File: src/rtl/shift_seq_pkg.sv
// Shared types and helpers for the shift sequencing controller.
package shift_seq_pkg;

  typedef enum logic [1:0] {
    IDLE  = 2'd0,
    CLEAR = 2'd1,
    SHIFT = 2'd2,
    DONE  = 2'd3
  } state_t;

  // Bit counter must hold 0..sr_w inclusive.
  function automatic int bit_cnt_width(input int sr_w);
    return $clog2(sr_w + 1);
  endfunction

endpackage

File: src/rtl/shift_reg_core.sv
// Serial-in/parallel-out shift register; direction chosen at elaboration.
module shift_reg_core #(
  parameter int SR_W      = 4,
  parameter int LSB_FIRST = 0
) (
  input  logic            clk,
  input  logic            reset_n,
  input  logic            clr_i,
  input  logic            en_i,
  input  logic            x_i,
  output logic [SR_W-1:0] sr_o
);

  logic [SR_W-1:0] sr_reg;
  logic [SR_W-1:0] sr_next;

  generate
    if (LSB_FIRST != 0) begin : g_lsb_first
      assign sr_next = {x_i, sr_reg[SR_W-1:1]};
    end else begin : g_msb_first
      assign sr_next = {sr_reg[SR_W-2:0], x_i};
    end
  endgenerate

  // Clear wins over shift so an abort in the same cycle leaves the register empty.
  always_ff @(posedge clk or negedge reset_n) begin
    if (!reset_n) begin
      sr_reg <= '0;
    end else if (clr_i) begin
      sr_reg <= '0;
    end else if (en_i) begin
      sr_reg <= sr_next;
    end
  end

  assign sr_o = sr_reg;

endmodule

File: src/rtl/shift_seq_ctrl.sv
// Sequences a parallel word into a serial shift register and hands the full word on.
module shift_seq_ctrl
  import shift_seq_pkg::*;
#(
  parameter int SR_W      = 4,
  parameter int LSB_FIRST = 0,
  parameter int CNT_W     = 8
) (
  input  logic                            clk,
  input  logic                            reset_n,
  input  logic                            in_valid_i,
  output logic                            in_ready_o,
  input  logic [SR_W-1:0]                 in_data_i,
  input  logic                            abort_i,
  output logic                            x_o,
  output logic                            shift_en_o,
  output logic [SR_W-1:0]                 sr_o,
  output logic                            out_valid_o,
  input  logic                            out_ready_i,
  output logic                            busy_o,
  output logic [bit_cnt_width(SR_W)-1:0]  bit_cnt_o,
  output logic [CNT_W-1:0]                done_cnt_o
);

  localparam int BCW = bit_cnt_width(SR_W);

  state_t           state_reg, state_next;
  logic [SR_W-1:0]  hold_reg;
  logic [BCW-1:0]   bit_cnt_reg;
  logic [CNT_W-1:0] done_cnt_reg;

  logic             accept;
  logic             abort_act;
  logic             last_bit;
  logic             handshake;
  logic [BCW-1:0]   bit_idx;
  logic [SR_W-1:0]  hold_shifted;

  assign accept    = in_valid_i && in_ready_o;
  assign abort_act = abort_i && (state_reg != IDLE);
  assign last_bit  = (bit_cnt_reg == BCW'(SR_W - 1));
  // Abort outranks the output handshake when both land in DONE.
  assign handshake = (state_reg == DONE) && out_ready_i && !abort_i;

  always_ff @(posedge clk or negedge reset_n) begin
    if (!reset_n) begin
      state_reg <= IDLE;
    end else begin
      state_reg <= state_next;
    end
  end

  always_comb begin
    state_next = state_reg;
    if (abort_act) begin
      state_next = IDLE;
    end else begin
      unique case (state_reg)
        IDLE:    if (accept) state_next = CLEAR;
        CLEAR:   state_next = SHIFT;
        SHIFT:   if (last_bit) state_next = DONE;
        DONE:    if (out_ready_i) state_next = IDLE;
        default: state_next = IDLE;
      endcase
    end
  end

  always_comb begin
    in_ready_o   = (state_reg == IDLE) && !abort_i;
    busy_o       = (state_reg != IDLE);
    shift_en_o   = (state_reg == SHIFT);
    out_valid_o  = (state_reg == DONE);
    bit_idx      = (LSB_FIRST != 0) ? bit_cnt_reg : (BCW'(SR_W - 1) - bit_cnt_reg);
    hold_shifted = hold_reg >> bit_idx;
    x_o          = (state_reg == SHIFT) ? hold_shifted[0] : 1'b0;
  end

  always_ff @(posedge clk or negedge reset_n) begin
    if (!reset_n) begin
      hold_reg     <= '0;
      bit_cnt_reg  <= '0;
      done_cnt_reg <= '0;
    end else begin
      if (accept) begin
        hold_reg <= in_data_i;
      end
      // Counter parks at SR_W in DONE and returns to 0 on leaving it.
      if (abort_act || (state_reg == CLEAR) || handshake) begin
        bit_cnt_reg <= '0;
      end else if (state_reg == SHIFT) begin
        bit_cnt_reg <= bit_cnt_reg + BCW'(1);
      end
      if (handshake) begin
        done_cnt_reg <= done_cnt_reg + CNT_W'(1);
      end
    end
  end

  shift_reg_core #(
    .SR_W      (SR_W),
    .LSB_FIRST (LSB_FIRST)
  ) u_core (
    .clk     (clk),
    .reset_n (reset_n),
    .clr_i   (abort_act || (state_reg == CLEAR)),
    .en_i    (shift_en_o),
    .x_i     (x_o),
    .sr_o    (sr_o)
  );

  assign bit_cnt_o  = bit_cnt_reg;
  assign done_cnt_o = done_cnt_reg;

endmodule

File: config.mk
export PLATFORM = sky130hd
export DESIGN_NAME = shift_seq_ctrl
export DESIGN_NICKNAME = d
export VERILOG_FILES = /design/src/rtl/shift_seq_pkg.sv /design/src/rtl/shift_reg_core.sv /design/src/rtl/shift_seq_ctrl.sv
export SDC_FILE = /design/constraint.sdc
export NUM_CORES = 1
export LEC_CHECK = 0
export CORE_UTILIZATION = 46
export CTS_CLUSTER_DIAMETER = 50
export DETAILED_ROUTE_END_ITERATION = 8
export PLACE_DENSITY = 0.83
export SKIP_LAST_GASP = 1
export SLEW_MARGIN = 10
export SYNTH_ARGS = -nofsm -noshare
export SYNTH_HDL_FRONTEND = slang
export SYNTH_HIERARCHICAL = 1
export SYNTH_SLANG_ARGS = --single-unit
File: constraint.sdc
create_clock -name clk -period 1.9 [get_ports clk]
set_input_delay 0.57 -clock clk [delete_from_list [all_inputs] [get_ports clk]]
set_output_delay 0.57 -clock clk [all_outputs]
set_load 0.02 [all_outputs]
==> impl_results.md <==
* Cell Area, Synth at 1030 µm²
* Lkg Pwr at 0.846 nW
* Slew margin rel. at 0.632
* Startpoint Class: flop
* Core Util, Final at 0.793
* FILL cells at 135
* # rows at 16
* P&R area growth vs syn at 56.2%
* X dimension of the die at 49.2 µm
* Ratio of cells with drive above 1 in the final layout at 0.347
* Clk sinks at 21
* Post-synthesis sequential area ratio at 0.512
* First-pass GRT wire length at 4.07 mm
* Fin worst setup slack at -0.221 ns
* Global Route Usage Sum at 0.219
* Yosys warns at 6
* Root buf cell: clkbuf_4
* Post-synth EDFFs at 0
* Drt drc at 0
* Worst EP arrival at 1.55 ns
* 1st-iter DRT viols at 11
* Count of nets after finishing at 159
* M2 GR Usage at 0.372
* Failing checks: setup timing
* Dpl cell area at 1490 µm²
* I/O Pins at 29
* CTS tree: yes
* Starting Density at 0.507
* I/O Buffers at 28
* GPL Wtd Cong at 0.808
* Detailed Place HPWL at 1.72 mm
* Remaining antenna violation count after routing at 0
* Final Skew at 0.00967 ns
* Final Max Tran Viols at 0
* Avg Vias per Cell at 5.35
* Core area at 2020 µm²
* Worst skew pair latency at 0.32 ns
* WL/cell at 15.2 µm
* Status: finished with violations
* Number of synthesized register bits at 21
* Synthesized area per cell at 11.4 µm²
* Async set or reset register ratio after synthesis at 1.00
* Crit Path Category: reg -> out
* Met1 usage in global routing at 0.276
* Max-cap violations at 0
* Largest register FFs at 8
* Number of global-route vias before repair at 899
* Largest net degree at the start of global routing at 22
* Area of the multi-input gates at 526 µm²
* Final period util at 1.12
* Largest delay share family, worst path: flip-flops
* Met3 GRT Util at 0.0343
* Fin crit period at 2.12 ns
* Initial DRT Pass Iterations at 5
* H-Tree Level Count at 1
* Syn_nets at 104
* Total Wirelength at 2.60 mm
* Post-Layout Inst Area at 1600 µm²
* Ys flop type: dfrtp_1
* Netlist cell types at 26
* N_diodes at 0
* Critical Path End Type: output pin
* Maximum VDD drop at 935 µV
* Die area at 2420 µm²
* Crit-path most repeated cell: inv_2
* Chip height at 49.2 µm
* Min-delay worst type: reg -> reg
* Busiest metal layer after global routing: met2
* Vias at 915
* Crit path cell chain: inv_2, ha_4, inv_2, a2111oi_4, buf_4
* Fin. Hold Viols at 0
* Worst path required time at 1.33 ns
* Hold slack at 0.488 ns
* Crit-path slowest cell: dfrtp_1
* CTS Buf Count at 3
* Finish-stage setup viols at 2
* Clock transition at the registers of the reported paths at 0.13 ns
* Post-Syn Instances at 90
* Grt total ovfl at 0
* Fmax at 0.471 GHz
* Storage cell area at 527 µm²
* Crit-path max cell delay at 0.43 ns
* PwrDens at 1340 nW/µm²
* Initial antenna violation count at 0
* Clock Tree Buf Depth at 2
* Max FO, Critical Path at 2
* RSZ-0062 raised after global routing: yes
* CP Buf/Inv Count at 3
* Worst-margin pin slew at 0.548 ns
worst reg2reg max path, cell delays in order (launching register included):
cell and delay, ns:
dfrtp_1 0.41, inv_2 0.07, buf_6 0.12, ha_4 0.17, inv_4 0.06, nor2_4 0.03
buf_4 0.12, buf_4 0.12, nand2_1 0.16, mux2_2 0.36
placed cells by master, fill, tap and decap left out, drive strengths merged, types with 4 or more instances in the layout:
cell / count
buf: 29
clkdlybuf4s50: 9
dfrtp: 21
dlygate4sd2: 10
dlymetal6s2s: 4
ha: 5
inv: 6
mux2: 5
mux2i: 7
nand2: 6
nor2: 9
xnor2: 7
metrics by stage:
stage	power, mW	setup slack, ns	instances	setup TNS, ns
finish	2.15	-0.221	171	-0.249
global route	2.30	-0.304	171	-0.484
CTS	2.01	-0.198	169	-0.261
detailed placement	1.78	-0.446	162	-1.62
global placement	1.73	-0.413	162	-1.24
floorplan	1.25	0.0938	90	0
final cells by class:
class | count | share of cell area
Clock buffer | 3 | 0.0141
Timing Repair Buffer | 52 | 0.288
Clock inverter | 1 | 0.00468
Multi-Input combinational cell | 61 | 0.328
Sequential cell | 21 | 0.329
Inverter | 6 | 0.0156
Tap cell | 27 | 0.0211
worst paths after layout:
kind / startpoint / endpoint / slack, ns / cells past startpoint
min: done_cnt_o[7] / done_cnt_o[7] / 0.49 / 1
min in group asynchronous: reset_n / done_cnt_o[0] / 0.57 / 2
max reg2reg: state_reg[0] / hold_reg[1] / 0.17 / 9
max in group asynchronous: reset_n / bit_cnt_o[1] / 1.09 / 2
max: state_reg[0] / x_o / -0.22 / 5
min reg2reg: done_cnt_o[7] / done_cnt_o[7] / 0.49 / 1
cells in the mapped netlist, types with 2 or more instances:
cell,n,share of area
nor2_1,9,0.033
nand2b_1,2,0.012
ha_1,5,0.061
mux2i_1,7,0.068
a21oi_1,2,0.0098
nand2_1,6,0.022
nand3_1,3,0.015
xnor2_1,7,0.060
dfrtp_1,21,0.51
o21ai_0,2,0.0098
xor2_1,2,0.017
inv_1,6,0.022
mux2_2,5,0.055
kinds of logic after synthesis:
group                    share of synthesized area
multiplexers                                 0.123
AO/OA/AOI/OAI                               0.0439
adder cells (fa/ha/maj)                     0.0610
XOR/XNOR                                    0.0768
AND/OR/NAND/NOR                              0.145
flip-flops                                   0.512
buffers and inverters                       0.0378
per-layer routing:
layer / part of all wire / up-vias / wire length [µm]
met1: 0.42 / 462 / 1100
met2: 0.52 / 27 / 1340
met5: 0 / - / 0
met4: 0.030 / 0 / 78
li1: - / 415 / -
met3: 0.033 / 11 / 87
power breakdown:
part | internal, mW | switching, mW | leakage, nW
clock | 0.0806 | 0.149 | 0.0139
combinational | 0.632 | 0.609 | 0.556
sequential | 0.570 | 0.113 | 0.276
repair_timing:
item | 4_1_cts | 5_1_grt
setup endpoints to repair | 15 | 9
resized for setup | 40 | 15
hold buffers | 0 | 0
hold endpoints to repair | 0 | 0
pin swaps | 2 | 3
buffers inserted | 3 | 2
cloned | 0 | 0
Note: power is estimated with default switching activity, not from simulation.
